### src/rtl/inst_fetch_queue.sv
// Dual-issue instruction queue between fetch and decode: compacts 0-2
// instructions per cycle into a circular buffer and presents the oldest two.
module inst_fetch_queue #(
  parameter int unsigned DEPTH      = 8,
  parameter int unsigned ADDR_WIDTH = 32
) (
  input  logic                    clk,
  input  logic                    rst_n,
  input  logic                    flush_i,
  input  logic [31:0]             enq_inst1_i,
  input  logic [ADDR_WIDTH-1:0]   enq_addr1_i,
  input  logic                    enq_pred1_i,
  input  logic                    enq_valid1_i,
  input  logic [31:0]             enq_inst2_i,
  input  logic [ADDR_WIDTH-1:0]   enq_addr2_i,
  input  logic                    enq_pred2_i,
  input  logic                    enq_valid2_i,
  output logic                    enq_ready_o,
  output logic [31:0]             deq_inst1_o,
  output logic [ADDR_WIDTH-1:0]   deq_addr1_o,
  output logic                    deq_pred1_o,
  output logic                    deq_valid1_o,
  output logic [31:0]             deq_inst2_o,
  output logic [ADDR_WIDTH-1:0]   deq_addr2_o,
  output logic                    deq_pred2_o,
  output logic                    deq_valid2_o,
  input  logic                    deq_take1_i,
  input  logic                    deq_take2_i,
  output logic [$clog2(DEPTH):0]  count_o
);

  localparam int unsigned PTR_W = $clog2(DEPTH);
  localparam int unsigned CNT_W = PTR_W + 1;

  logic [31:0]           inst_mem [DEPTH];
  logic [ADDR_WIDTH-1:0] addr_mem [DEPTH];
  logic                  pred_mem [DEPTH];

  logic [PTR_W-1:0] head_q, head_d, tail_q, tail_d;
  logic [PTR_W-1:0] head1_c, wr_idx2_c;
  logic [CNT_W-1:0] count_q, count_d;
  logic [CNT_W-1:0] n_enq_c, n_deq_c;
  logic             ready_q, ready_d;
  logic             valid1_q, valid1_d, valid2_q, valid2_d;
  logic             enq_go_c, take1_ok_c, take2_ok_c;

  // Pointer/occupancy bookkeeping; flush overrides enqueue and dequeue.
  always_comb begin
    enq_go_c   = ready_q && !flush_i;
    take1_ok_c = deq_take1_i && (count_q != CNT_W'(0));
    take2_ok_c = take1_ok_c && deq_take2_i && (count_q >= CNT_W'(2));
    n_enq_c    = enq_go_c ? (CNT_W'(enq_valid1_i) + CNT_W'(enq_valid2_i)) : CNT_W'(0);
    n_deq_c    = CNT_W'(take1_ok_c) + CNT_W'(take2_ok_c);
    head1_c    = head_q + PTR_W'(1);
    wr_idx2_c  = enq_valid1_i ? (tail_q + PTR_W'(1)) : tail_q;

    head_d  = head_q + PTR_W'(n_deq_c);
    tail_d  = tail_q + PTR_W'(n_enq_c);
    count_d = count_q + n_enq_c - n_deq_c;
    if (flush_i) begin
      head_d  = '0;
      tail_d  = '0;
      count_d = '0;
    end
    ready_d  = (count_d <= CNT_W'(DEPTH - 2));
    valid1_d = (count_d >= CNT_W'(1));
    valid2_d = (count_d >= CNT_W'(2));
  end

  always_ff @(posedge clk or negedge rst_n) begin
    if (!rst_n) begin
      head_q   <= '0;
      tail_q   <= '0;
      count_q  <= '0;
      ready_q  <= 1'b1;
      valid1_q <= 1'b0;
      valid2_q <= 1'b0;
    end else begin
      head_q   <= head_d;
      tail_q   <= tail_d;
      count_q  <= count_d;
      ready_q  <= ready_d;
      valid1_q <= valid1_d;
      valid2_q <= valid2_d;
    end
  end

  // Storage is not reset; a lone slot-2 instruction lands at tail.
  always_ff @(posedge clk) begin
    if (enq_go_c && enq_valid1_i) begin
      inst_mem[tail_q] <= enq_inst1_i;
      addr_mem[tail_q] <= enq_addr1_i;
      pred_mem[tail_q] <= enq_pred1_i;
    end
    if (enq_go_c && enq_valid2_i) begin
      inst_mem[wr_idx2_c] <= enq_inst2_i;
      addr_mem[wr_idx2_c] <= enq_addr2_i;
      pred_mem[wr_idx2_c] <= enq_pred2_i;
    end
  end

  assign enq_ready_o  = ready_q;
  assign deq_valid1_o = valid1_q;
  assign deq_valid2_o = valid2_q;
  assign deq_inst1_o  = inst_mem[head_q];
  assign deq_addr1_o  = addr_mem[head_q];
  assign deq_pred1_o  = pred_mem[head_q];
  assign deq_inst2_o  = inst_mem[head1_c];
  assign deq_addr2_o  = addr_mem[head1_c];
  assign deq_pred2_o  = pred_mem[head1_c];
  assign count_o      = count_q;

endmodule

### config.mk
export PLATFORM = sky130hd
export DESIGN_NAME = inst_fetch_queue
export DESIGN_NICKNAME = d
export VERILOG_FILES = /design/src/rtl/inst_fetch_queue.sv
export SDC_FILE = /design/constraint.sdc
export NUM_CORES = 1
export LEC_CHECK = 0
export BUFFER_PORTS_ARGS = -buffer_cell sky130_fd_sc_hd__buf_2
export CAP_MARGIN = 15
export CORE_MARGIN = 2
export CORE_UTILIZATION = 40
export CTS_BUF_LIST = sky130_fd_sc_hd__clkbuf_4 sky130_fd_sc_hd__clkbuf_8
export DETAILED_ROUTE_END_ITERATION = 16
export GPL_TIMING_DRIVEN = 0
export SLEW_MARGIN = 20
export SYNTH_ARGS = -nofsm -noshare
export SYNTH_HDL_FRONTEND = slang
export SYNTH_SLANG_ARGS = --single-unit
### constraint.sdc
create_clock -name clk -period 15.9 [get_ports clk]
set_input_delay 1.59 -clock clk [delete_from_list [all_inputs] [get_ports clk]]
set_output_delay 1.59 -clock clk [all_outputs]
set_load 0.005 [all_outputs]
==> qor.txt <==
status - finished, final reports clean
Layout area overhead - 17.8%
CP Capture Type - output pin
row count - 104
first-pass GRT wire length - 207,000 um
Critical Path Source - head_q[1]
share of cells above drive strength 1 - 0.375
Final Max Slew Viols - 0
Critical Path RT - 14.31 ns
CTS-repair resized insts - 0
sequential area share after synthesis - 0.487
CTS buffer count - 93
total setup buffers inserted after CTS - 0
worst-margin pin slew - 1.16 ns
GR Util All Layers - 0.337
fillcell total - 7,026
Hold Startpoint - head_q[0]
number of synthesized flops with an enable pin - 520
wire per inst - 37.2 um
CP startpoint kind - flop
syn_nets - 2,486
maximum number of pins on one net before global-route repair - 17
Final Skew - 0.0393 ns
post-route setup TNS - 0 ns
core area - 80,800 sq um
area of the multi-input gates - 15,600 sq um
Main synth FF type - edfxtp_1
CTS Root Cell - clkbuf_8
top post-synthesis cells by area - edfxtp_1, mux4_2, o211ai_1, mux2_2, o211ai_2
starting DRC count in detailed routing - 4,871
antenna violations before repair - 20
Worst R2R Start - tail_q[0]
Max-slew headroom - 0.227
Synth Warn # - 0
clk sink count - 533
Post-Syn Instances - 2,334
Final setup violation count - 0
ys async rst share - 0.0244
number of port buffers - 273
Hold Buf Count CTS - 0
FF/Latch Area - 15,900 sq um
Clk pin slew, worst setup/hold paths - 0.07 ns
die area - 84,200 sq um
vias in the first global route - 29,668
FF+latch count, synth - 533
gr ovfl total - 0
worst-skew pair later-pin latency - 0.72 ns
Arr. time, crit path - 4.03 ns
met1 Usage GRT - 0.414
die width - 290 um
number of max-cap violations - 0
post-DP HPWL - 99,400 um
grt met3 use - 0.117
synthesized area - 32,700 sq um
crit path kind - flop to output pin
maximum clock rate - 178 MHz
CTS tree - done
Max FO, Critical Path - 10
Final min period - 5.62 ns
Tcrit/Tclk final - 0.353
Yosys cell types - 40
RSZ-0062 raised after global routing - no
Die Ht - 290 um
first-pass detailed-route iteration total - 6
final hold vios - 0
Pwr Density - 150 nW/um^2
DRC violations left - 0
Syn Area/Cell - 14.0 sq um
Worst IR Drop VDD - 0.0000787 V
I/O pin cnt - 274
Leak - 11.6 nW
starting density of the core - 0.405
clk buf depth - 3
cell taking the most area after synthesis - edfxtp_1
Vias - 28,871
Global Route met2 Usage - 0.510
routability-driven placement congestion ratio - 0.951
Total Power - 5.78 mW
via/cell ratio - 7.43
CTS H-tree depth - 3
GRT Max-Usage Layer - met2
Layout Utilization - 0.478
Final nets - 2,894
share of Yosys cell area claimed by the top area cell type - 0.477
Routed Wire Length - 145,000 um
Tightest Hold Check Type - flop to flop
Final ANT Viol Nets - 0
## sequential cells by signal, summed over array words and instances (netlist names)
register / flops
addr_mem: 256
inst_mem: 256
pred_mem: 8
count_o: 4
head_q: 3
tail_q: 3
deq_valid1_o: 1
deq_valid2_o: 1
enq_ready_o: 1
## final cells by class
class / instances / share of cell area
flip-flops and latches: 533 / 0.413
multi-input cells: 1514 / 0.404
repair buffers: 313 / 0.0633
clock buffers: 119 / 0.0389
well taps: 1060 / 0.0344
plain buffers: 278 / 0.0327
clock inverters: 47 / 0.0116
diodes: 15 / 0.000973
inverters: 9 / 0.000875
## path summary, 6_finish.rpt
kind / to / cells past startpoint / slack, ns
max in group asynchronous: enq_ready_o / 1 / 14.77
min: head_q[0] / 2 / 0.70
min reg2reg: head_q[0] / 2 / 0.70
min in group asynchronous: tail_q[1] / 1 / 0.80
max reg2reg: inst_mem[6][15] / 8 / 11.92
max: deq_inst2_o[3] / 6 / 10.28
## critical path: stages (launching register included)
cell      delay, ns
dfrtp_1        0.42
ha_1           0.42
clkbuf_1       0.70
clkbuf_1       0.85
mux4_2         0.42
mux2_2         0.34
buf_2          0.15
## Yosys cell counts, types with 10 or more instances
cell type and instances:
mux4_2 260, nand2_1 12, o211ai_1 702, clkbuf_1 145
edfxtp_1 520, o211ai_2 78, ha_1 11, buf_6 11
o21ai_0 134, mux2_2 130, nor2b_1 10, buf_1 18
dfrtp_1 12, nand3_1 134, buf_2 101
## report_power, final
part           switching, mW  internal (mW)  total, mW  leakage [nW]
clock network          0.613          0.762       1.38          1.02
registers             0.0367           1.66       1.70          4.81
logic                   1.60           1.11       2.71          5.74
total                   2.25           3.53       5.78          11.6
## metal layers
layer,wire length [um],share of wire
met1,49300,0.34
met5,96,0.00066
met3,21000,0.14
met2,64200,0.44
met4,10200,0.070
## per-stage QoR
step                hold WS [ns]  cell area [sq um]  instances  setup slack, ns
global route               0.753              38600       3881            10.31
detailed placement         0.676              36600       3707            10.75
CTS                        0.694              38600       3873            10.36
global placement           0.639              35400       3667            0.805
finish                     0.696              38600       3888            10.28
floorplan                  0.608              32700       2334             8.07
## placed cells by master (no fill, tap or decap), drive strengths merged
master | synthesis | layout
nor4bb | 1 | 1
o21ai | 138 | 138
clkinvlp | 0 | 3
a21oi | 1 | 1
a31o | 1 | 1
mux2 | 130 | 130
a31oi | 2 | 2
xnor2 | 4 | 4
or3b | 2 | 2
dfrtp | 12 | 12
bufinv | 0 | 9
a211o | 1 | 1
inv | 9 | 9
nand2 | 12 | 12
clkinv | 0 | 35
ha | 11 | 11
nand3b | 2 | 2
o21a | 5 | 5
or3 | 1 | 1
diode | 0 | 15
and3 | 1 | 1
o211ai | 780 | 780
nand3 | 134 | 134
fa | 4 | 4
or2 | 1 | 1
mux4 | 260 | 260
edfxtp | 520 | 520
and3b | 1 | 1
nor2 | 4 | 4
dfstp | 1 | 1
clkbuf | 146 | 265
buf | 132 | 445
a21o | 1 | 1
and4b | 1 | 1
nor2b | 10 | 10
nand2b | 1 | 1
xor2 | 4 | 4
nor3 | 1 | 1
## logic make-up (layout without fill, tap and decap cells)
logic type | after synthesis | count (layout) | synth area share
xor+xnor | 8 | 8 | 0.00214
other cells | 0 | 15 | 0
flops | 533 | 533 | 0.487
simple gates | 172 | 172 | 0.0270
buf+inv | 287 | 766 | 0.0395
compound gates | 929 | 929 | 0.214
mux | 390 | 390 | 0.224
fa+ha+maj | 15 | 15 | 0.00665
Note: power is estimated with default switching activity, not from simulation.
